$ cat src/rtl/fp_pkg.sv
// Shared constants for the FP pack stage.
// Default widths (IEEE-754 single), all-ones exponent, packed word width.
package fp_pkg;

  localparam int EXP_W_D = 8;
  localparam int MAN_W_D = 23;
  localparam int WORD_W_D = 1 + EXP_W_D + MAN_W_D;

  localparam logic [EXP_W_D-1:0] EXP_INF = {EXP_W_D{1'b1}};

endpackage

$ cat src/rtl/fp_round.sv
// Combinational rounding of a normalised mantissa.
// In: mant_i, exp_i, grs_i (G,R,S).  Out: mant_o, exp_o.
// FP_PACK_RNE_EN defined: round to nearest even; otherwise truncate.
module fp_round
  import fp_pkg::*;
#(
  parameter int EXP_W = EXP_W_D,
  parameter int MAN_W = MAN_W_D
) (
  input  logic [MAN_W-1:0] mant_i,
  input  logic [EXP_W-1:0] exp_i,
  input  logic [2:0]       grs_i,
  output logic [MAN_W-1:0] mant_o,
  output logic [EXP_W-1:0] exp_o
);

`ifdef FP_PACK_RNE_EN
  logic           inc;
  logic [MAN_W:0] sum;

  // Ties (G set, R and S clear) go to the even mantissa.
  assign inc = grs_i[2] & (grs_i[1] | grs_i[0] | mant_i[0]);
  assign sum = {1'b0, mant_i} + {{MAN_W{1'b0}}, inc};

  // A carry out leaves the low MAN_W bits at zero.
  assign mant_o = sum[MAN_W-1:0];
  assign exp_o  = exp_i + {{(EXP_W-1){1'b0}}, sum[MAN_W]};
`else
  logic unused_grs;

  assign unused_grs = ^grs_i;
  assign mant_o     = mant_i;
  assign exp_o      = exp_i;
`endif

endmodule

$ cat src/rtl/fp_pack_stage.sv
// Two-stage round/pack pipeline producing an IEEE-754 word.
// S1 registers the rounded value; S2 packs with inf/zero exceptions.
// Ports: clk, rst (sync, high); in_valid/in_ready, in_sign,
//   in_exponent, in_mantissa, in_grs; out_valid/out_ready,
//   out_word, out_overflow, out_zero.
// Build option: FP_PACK_RNE_EN enables round-to-nearest-even.
module fp_pack_stage
  import fp_pkg::*;
#(
  parameter int EXP_W = EXP_W_D,
  parameter int MAN_W = MAN_W_D
) (
  input  logic                   clk,
  input  logic                   rst,
  input  logic                   in_valid,
  output logic                   in_ready,
  input  logic                   in_sign,
  input  logic [EXP_W-1:0]       in_exponent,
  input  logic [MAN_W-1:0]       in_mantissa,
  input  logic [2:0]             in_grs,
  output logic                   out_valid,
  input  logic                   out_ready,
  output logic [EXP_W+MAN_W:0]   out_word,
  output logic                   out_overflow,
  output logic                   out_zero
);

  localparam int W = 1 + EXP_W + MAN_W;
  localparam logic [EXP_W-1:0] ONES = {EXP_W{1'b1}};

  logic             adv;
  logic [MAN_W-1:0] rnd_man;
  logic [EXP_W-1:0] rnd_exp;

  logic             s1_valid_q, s1_valid_d;
  logic             s1_sign_q, s1_sign_d;
  logic [EXP_W-1:0] s1_exp_q, s1_exp_d;
  logic [MAN_W-1:0] s1_man_q, s1_man_d;
  logic             s1_ovf_q, s1_ovf_d;
  logic             s1_zero_q, s1_zero_d;

  logic             s2_valid_q, s2_valid_d;
  logic [W-1:0]     s2_word_q, s2_word_d;
  logic             s2_ovf_q, s2_ovf_d;
  logic             s2_zero_q, s2_zero_d;

  // S2 empty or draining: the whole pipe may shift.
  assign adv      = out_ready | ~s2_valid_q;
  assign in_ready = adv;

  fp_round #(
    .EXP_W(EXP_W),
    .MAN_W(MAN_W)
  ) u_round (
    .mant_i(in_mantissa),
    .exp_i (in_exponent),
    .grs_i (in_grs),
    .mant_o(rnd_man),
    .exp_o (rnd_exp)
  );

  always_comb begin
    s1_valid_d = in_valid;
    s1_sign_d  = in_sign;
    s1_exp_d   = rnd_exp;
    s1_man_d   = rnd_man;
    // Check the raw exponent too: a carry from all-ones wraps.
    s1_ovf_d   = (in_exponent == ONES) | (rnd_exp == ONES);
    s1_zero_d  = (in_exponent == '0);
  end

  always_comb begin
    s2_valid_d = s1_valid_q;
    s2_word_d  = {s1_sign_q, s1_exp_q, s1_man_q};
    s2_ovf_d   = 1'b0;
    s2_zero_d  = 1'b0;
    unique case (1'b1)
      s1_zero_q: begin
        s2_word_d = {s1_sign_q, {(W-1){1'b0}}};
        s2_zero_d = s1_valid_q;
      end
      s1_ovf_q: begin
        s2_word_d = {s1_sign_q, ONES, {MAN_W{1'b0}}};
        s2_ovf_d  = s1_valid_q;
      end
      default: ;
    endcase
  end

  always_ff @(posedge clk) begin
    if (rst) begin
      s1_valid_q <= 1'b0;
      s1_sign_q  <= 1'b0;
      s1_exp_q   <= '0;
      s1_man_q   <= '0;
      s1_ovf_q   <= 1'b0;
      s1_zero_q  <= 1'b0;
      s2_valid_q <= 1'b0;
      s2_word_q  <= '0;
      s2_ovf_q   <= 1'b0;
      s2_zero_q  <= 1'b0;
    end else if (adv) begin
      s1_valid_q <= s1_valid_d;
      s1_sign_q  <= s1_sign_d;
      s1_exp_q   <= s1_exp_d;
      s1_man_q   <= s1_man_d;
      s1_ovf_q   <= s1_ovf_d;
      s1_zero_q  <= s1_zero_d;
      s2_valid_q <= s2_valid_d;
      s2_word_q  <= s2_word_d;
      s2_ovf_q   <= s2_ovf_d;
      s2_zero_q  <= s2_zero_d;
    end
  end

  assign out_valid    = s2_valid_q;
  assign out_word     = s2_word_q;
  assign out_overflow = s2_ovf_q;
  assign out_zero     = s2_zero_q;

endmodule

$ cat config.mk
export PLATFORM = sky130hd
export DESIGN_NAME = fp_pack_stage
export DESIGN_NICKNAME = d
export VERILOG_FILES = /design/src/rtl/fp_pkg.sv /design/src/rtl/fp_round.sv /design/src/rtl/fp_pack_stage.sv
export SDC_FILE = /design/constraint.sdc
export NUM_CORES = 1
export LEC_CHECK = 0
export CAP_MARGIN = 0
export CORE_MARGIN = 10
export CORE_UTILIZATION = 50
export DETAILED_ROUTE_END_ITERATION = 8
export PLACE_DENSITY = 0.86
export SKIP_LAST_GASP = 1
export SYNTH_ARGS = -nofsm -noshare
export SYNTH_HDL_FRONTEND = slang
export SYNTH_HIERARCHICAL = 1
export SYNTH_SLANG_ARGS = --single-unit
$ cat constraint.sdc
create_clock -name clk -period 2.03 [get_ports clk]
set_input_delay 0.3045 -clock clk [delete_from_list [all_inputs] [get_ports clk]]
set_output_delay 0.3045 -clock clk [all_outputs]
set_load 0.03 [all_outputs]
==> reports/metrics.yaml, run 1 <==
synth:
  syn_avg_cell_area_sq_um: 8.25
  synth_ff_type: "dfxtp_1"
  synth_seq_cells: 70
  synthArstFlopShare: 0
  yosys_warnings: 6
  ys_seq_area_frac: 0.491
  synth_area_sq_mm: 0.00286
  synth_common_cells: "nand2_1, dfxtp_1, a21oi_1, buf_4, nand3_1"
  synthTopCellsByArea: "dfxtp_1, a21oi_1, nand2_1"
  synth_most_common_cell: "nand2_1"
  synth.distinct_cells: 20
  yosys.area.top_type_share: 0.491
  synth_edf_count: 0
  synthCells: 346
  synth.net_count: 385
  yosys.area.top_type: "dfxtp_1"
cts:
  cts_tree: "yes"
  postCtsResizedCells: 0
  hold_buffers: 0
  clkTransAtPathRegs_ns: 0.07
  clk_latency_ns: 0.32
  root_buffer: "clkbuf_8"
  post_cts_buffers: 0
  cts_buffers: 9
  htreeDepth: 3
  clockBufferDepth: 2
  cts.sinks: 70
setup_path:
  cp-end-kind: "output port"
  cp_data_required_time_ns: 1.73
  cp_top_family: "buffers and inverters"
  max_stage_delay_ns: 0.68
  crit_path_max_fanout: 2
  critical_path.cell_chain: "clkdlybuf4s50_1"
  path_class: "reg -> out"
  worstPathArrival_ns: 1.37
  ff2ff_path_depth: 4
  path_depth: 1
  crit_path_start_kind: "register"
  critPathSlowestCell: "clkdlybuf4s50_1"
  cp_num_buf_inv: 1
timing:
  max_freq_mhz: 598
  finalHoldViolCount: 0
  hold_slack_ns: 0.364
  slew_violations: 0
  grt_setup_unrepaired: "false"
  tightest_slew_ns: 0.411
  max_slew_margin: 0.726
  period_share: 0.824
  finalCriticalPeriod_ns: 1.67
  fin_ws_ns: 0.357
  setup_viol: 0
  setup-tns-final_ns: 0
  fin_worst_skew_ns: 0.00765
floorplanning:
  die_width_um: 95.6
  num_rows: 27
  dieArea_sq_mm: 0.00913
  dieHeight_um: 95.6
  coreArea_sq_mm: 0.00554
  io_pins: 75
  initial_core_util: 0.515
final_layout:
  syn_to_final_growth_pct: 22.9
  final_nets: 420
  regArea_sq_mm: 0.00140
  multi_input_area_sq_mm: 0.00105
  fill_cells: 484
  largest_reg_flops: 32
  drive_above_1_share: 0.122
  design_area_sq_mm: 0.00351
  diodes: 0
placement:
  dp_hpwl_mm: 4.51
  place_congestion: 0.746
  postPlaceCellArea_sq_mm: 0.00335
  dp_slack_ns: 0.391
  portBuffers: 71
hold_path:
  worstHoldPathType: "in -> reg"
  hold_path_depth: 2
flow_run:
  drv_cap: 0
routing:
  wl_per_cell_um: 14.0
  routed_wl_mm: 6.39
  via_per_inst: 5.18
  first_pass_iters: 4
  drtAntennaViolNets: 0
  via_count: 2361
  route.detailed.drc: 0
  drt_iter0_markers: 88
status:
  outcome: "completed"
grt:
  grt_pass1_vias: 2250
  grt_max_degree: 37
  track_usage: 0.142
  antenna_found_initial: 0
  grt_pass1_wl_mm: 10.4
  overflow: 0
power:
  ir_drop_mv: 0.412
  power_density_mw_per_mm2: 796
  p_total_uw: 2800
  p_leak_uw: 0.00131
## final timing paths
check | start | end | slack [ns]
max | out_word[0] | out_word[0] | 0.36
min | rst | out_word[2] | 0.36
max reg2reg | s1_ovf_q | out_word[16] | 0.64
min reg2reg | out_word[18] | out_word[18] | 0.45
## logic make-up after synthesis
group | Yosys count | synth area share
AO/OA/AOI/OAI | 86 | 0.166
buffers and inverters | 59 | 0.141
flip-flops | 70 | 0.491
AND/OR/NAND/NOR | 131 | 0.202
## report_power, final
part	switching [uW]	total (uW)	internal, uW
Clock	449	909	460
Sequential	41.0	1490	1450
Combinational	211	394	183
Total	701	2800	2090
## metrics by stage
| stage | util | std cells |
|---|---|---|
| finish | 0.633 | 456 |
| global route | 0.633 | 456 |
| CTS | 0.633 | 456 |
| detailed placement | 0.605 | 442 |
| global placement | 0.605 | 442 |
| floorplan | - | 346 |
## layout by cell type, fill, tap and decap left out, drive strengths merged
cell type      netlist  routed
clkbuf               7      12
nor2b                1       1
dfxtp               70      70
clkdlybuf4s50        0      69
o21ai                9       9
a21oi               76      76
o221a                1       1
nor4                 2       2
inv                  3       3
nand3               26      26
buf                 49      11
nand4                4       4
nor2                 4       4
nand2               94      94
clkinv               0       2
## per-layer routing
layer  global-route usage  part of all wire  wire length, um  vias up
met2                0.226              0.49             3140       73
met3               0.0503             0.076              484        6
li1                     -                 -                -     1183
met5                    0                 0                0        -
met4               0.0651            0.0092               59        0
met1                0.167              0.42             2710     1099
## area by class of cell
cell class / instances / share of cell area
Clock buffer: 12 / 0.0414
Tap cell: 72 / 0.0257
Timing Repair Buffer: 80 / 0.227
Clock inverter: 2 / 0.00285
Multi-Input combinational cell: 217 / 0.299
Sequential cell: 70 / 0.399
Inverter: 3 / 0.00463
Power figures use the tool's default switching activity.
==> run 2, diff against run 1 <==
--- a/config.mk
+++ b/config.mk
@@ -7,9 +7,9 @@
 export LEC_CHECK = 0
 export CAP_MARGIN = 0
 export CORE_MARGIN = 10
-export CORE_UTILIZATION = 50
+export CORE_UTILIZATION = 48
 export DETAILED_ROUTE_END_ITERATION = 8
-export PLACE_DENSITY = 0.86
+export PLACE_DENSITY = 0.83
 export SKIP_LAST_GASP = 1
 export SYNTH_ARGS = -nofsm -noshare
 export SYNTH_HDL_FRONTEND = slang
==> constraint.sdc (replaced) <==
create_clock -name clk -period 1.7 [get_ports clk]
set_input_delay 0.255 -clock clk [delete_from_list [all_inputs] [get_ports clk]]
set_output_delay 0.255 -clock clk [all_outputs]
set_load 0.03 [all_outputs]
==> run 2 against run 1 <==
Compared with the run above:
- register-to-register slack got worse by 0.16 ns
- final area increased by 1.9%
- die area increased by 3.3%
- via count decreased by 1.3%
- hold slack got worse by 0.081 ns
- sequential share of layout area decreased by 0.75 points
- count of clock-buffer cells in the layout decreased by 2
- clock skew increased by 0.0015 ns
- critical path type unchanged
==> reports/metrics.yaml, run 2 (same netlist as run 1, synthesis figures left out) <==
routing:
  drtAntennaViolNets: 0  # unchanged
  via_per_inst: 5.05  # was 5.18
  first_pass_iters: 4  # unchanged
  via_count: 2330  # was 2361
  routed_wl_mm: 6.54  # was 6.39 mm
  routed.top_layer: "met4"  # unchanged
  wl_met3_um: 408  # was 484 um
  wl_per_cell_um: 14.2  # was 14.0 um
  dr_wl_met2_mm: 3.26  # was 3.14 mm
  route.detailed.drc: 0  # unchanged
  wl_met1_mm: 2.81  # was 2.71 mm
  drt_iter0_markers: 123  # was 88
placement:
  dp_hpwl_mm: 4.57  # was 4.51 mm
  placed_cells: 445  # was 442
  place_congestion: 0.760  # was 0.746
  portBuffers: 71  # unchanged
setup_path:
  max_stage_delay_ns: 0.70  # was 0.68 ns
  crit_path_max_fanout: 2  # unchanged
  crit_path_start_kind: "register"  # unchanged
  critical_path.cell_chain: "clkdlybuf4s50_1"  # unchanged
  critPathSlowestCell: "clkdlybuf4s50_1"  # unchanged
  path_class: "reg -> out"  # unchanged
  cp_data_required_time_ns: 1.44  # was 1.73 ns
  cp_top_family: "buffers and inverters"  # unchanged
  cp-end-kind: "output port"  # unchanged
  worstPathArrival_ns: 1.39  # was 1.37 ns
  cp_num_buf_inv: 1  # unchanged
floorplanning:
  num_rows: 28  # was 27
  dieHeight_um: 97.1  # was 95.6 um
  coreArea_sq_mm: 0.00585  # was 0.00554 sq mm
  die_width_um: 97.1  # was 95.6 um
  dieArea_sq_mm: 0.00943  # was 0.00913 sq mm
  io_pins: 75  # unchanged
  initial_core_util: 0.488  # was 0.515
cts:
  cts.sinks: 70  # unchanged
  clockBufferDepth: 2  # unchanged
  hold_buffers: 0  # unchanged
  cts_tree: "yes"  # unchanged
  post_cts_buffers: 0  # unchanged
  clkTransAtPathRegs_ns: 0.08  # was 0.07 ns
  clk_latency_ns: 0.34  # was 0.32 ns
  cts_buffers: 9  # unchanged
  htreeDepth: 3  # unchanged
  root_buffer: "clkbuf_8"  # unchanged
timing:
  tightest_slew_ns: 0.369  # was 0.411 ns
  setup_viol: 0  # unchanged
  max_freq_mhz: 608
  fin_worst_skew_ns: 0.00918  # was 0.00765 ns
  grt_setup_unrepaired: "false"  # unchanged
  period_share: 0.967
  hold_slack_ns: 0.283  # was 0.364 ns
  max_slew_margin: 0.754  # was 0.726
  slew_violations: 0  # unchanged
  finalCriticalPeriod_ns: 1.64
  setup-tns-final_ns: 0  # unchanged
  finalHoldViolCount: 0  # unchanged
final_layout:
  post-route-util: 0.611  # was 0.633
  layout_commonest_cell: "nand2_1"  # unchanged
  diodes: 0  # unchanged
  instances_no_fill: 461  # was 456
  largest_reg_flops: 32  # unchanged
  fill_cells: 514  # was 484
  final_nets: 420  # unchanged
  syn_to_final_growth_pct: 25.3  # was 22.9%
  drive_above_1_share: 0.132  # was 0.122
  final_cell_mix: "nand2_1, dfxtp_1, a21oi_1, clkdlybuf4s50_1, nand3_1"  # was nand2_1, dfxtp_1, clkdlybuf4s50_1
power:
  p_int_uw: 2660  # was 2090 uW
  netSwitchingFraction: 0.256  # was 0.251
  p_seq_frac: 0.497  # was 0.534
  p_leak_uw: 0.00139  # was 0.00131 uW
  combPwrFrac: 0.132  # was 0.141
  ir_drop_mv: 0.714  # was 0.412 mV
  power_density_mw_per_mm2: 1000  # was 796 mW/mm^2
  switchingPower_uw: 918  # was 701 uW
  p_clk_frac: 0.371  # was 0.325
grt:
  track_usage: 0.138  # was 0.142
  overflow: 0  # unchanged
  antenna_found_initial: 0  # unchanged
  grt_pass1_wl_mm: 11.0  # was 10.4 mm
  grt_max_degree: 33  # was 37
  grt_pass1_vias: 2275  # was 2250
status:
  outcome: "completed"  # unchanged
flow_run:
  drv_cap: 0  # unchanged
hold_path:
  worstHoldPathType: "in -> reg"  # unchanged
run 2: per-stage QoR:
| stage | worst slack [ns] | cell area, sq um | power, uW |
|---|---|---|---|
| after floorplan | 0.364 | 2860 | 2130 |
| after global placement | 0.146 | 3370 | 2280 |
| after detailed placement | 0.127 | 3370 | 2290 |
| after CTS | 0.0231 | 3570 | 3610 |
| after global routing | 0.00641 | 3580 | 3730 |
| final | 0.0558 | 3580 | 3580 |
run 2: repair_timing:
action,4_1_cts,5_1_grt
gates resized for setup,0,3
hold endpoints to repair,0,0
setup endpoints to repair,0,3
run 2: power groups by stage:
| stage | Clock, uW | Sequential [uW] | Combinational (uW) |
|---|---|---|---|
| global route | 1430 | 1790 | 515 |
| detailed placement | 0 | 1820 | 477 |
| finish | 1330 | 1780 | 474 |
| global placement | 0 | 1810 | 470 |
| floorplan | 0 | 1890 | 237 |
| CTS | 1350 | 1780 | 479 |
run 2: final cells by class:
type	instances	area (sq um)	area share
clock inverters	6	61.3	0.0171
flip-flops and latches	70	1400	0.392
multi-input cells	217	1050	0.294
clock buffers	10	138	0.0385
repair buffers	80	816	0.228
well taps	75	93.8	0.0262
inverters	3	16.3	0.00455
run 2: path summary, 6_finish.rpt:
kind / from / depth (start not counted) / slack, ns / end
setup / recovery: out_word[0] / 1 / 0.06 / out_word[0]
setup reg to reg: out_valid / 4 / 0.48 / s1_ovf_q
hold / removal: rst / 2 / 0.28 / s1_exp_q[3]
hold reg to reg: out_word[17] / 2 / 0.45 / out_word[17]
run 2: layer usage:
layer / global-route usage / up-vias
met5: 0 / -
met4: 0.0568 / 0
met3: 0.0562 / 6
met2: 0.219 / 60
met1: 0.162 / 1082
li1: - / 1182
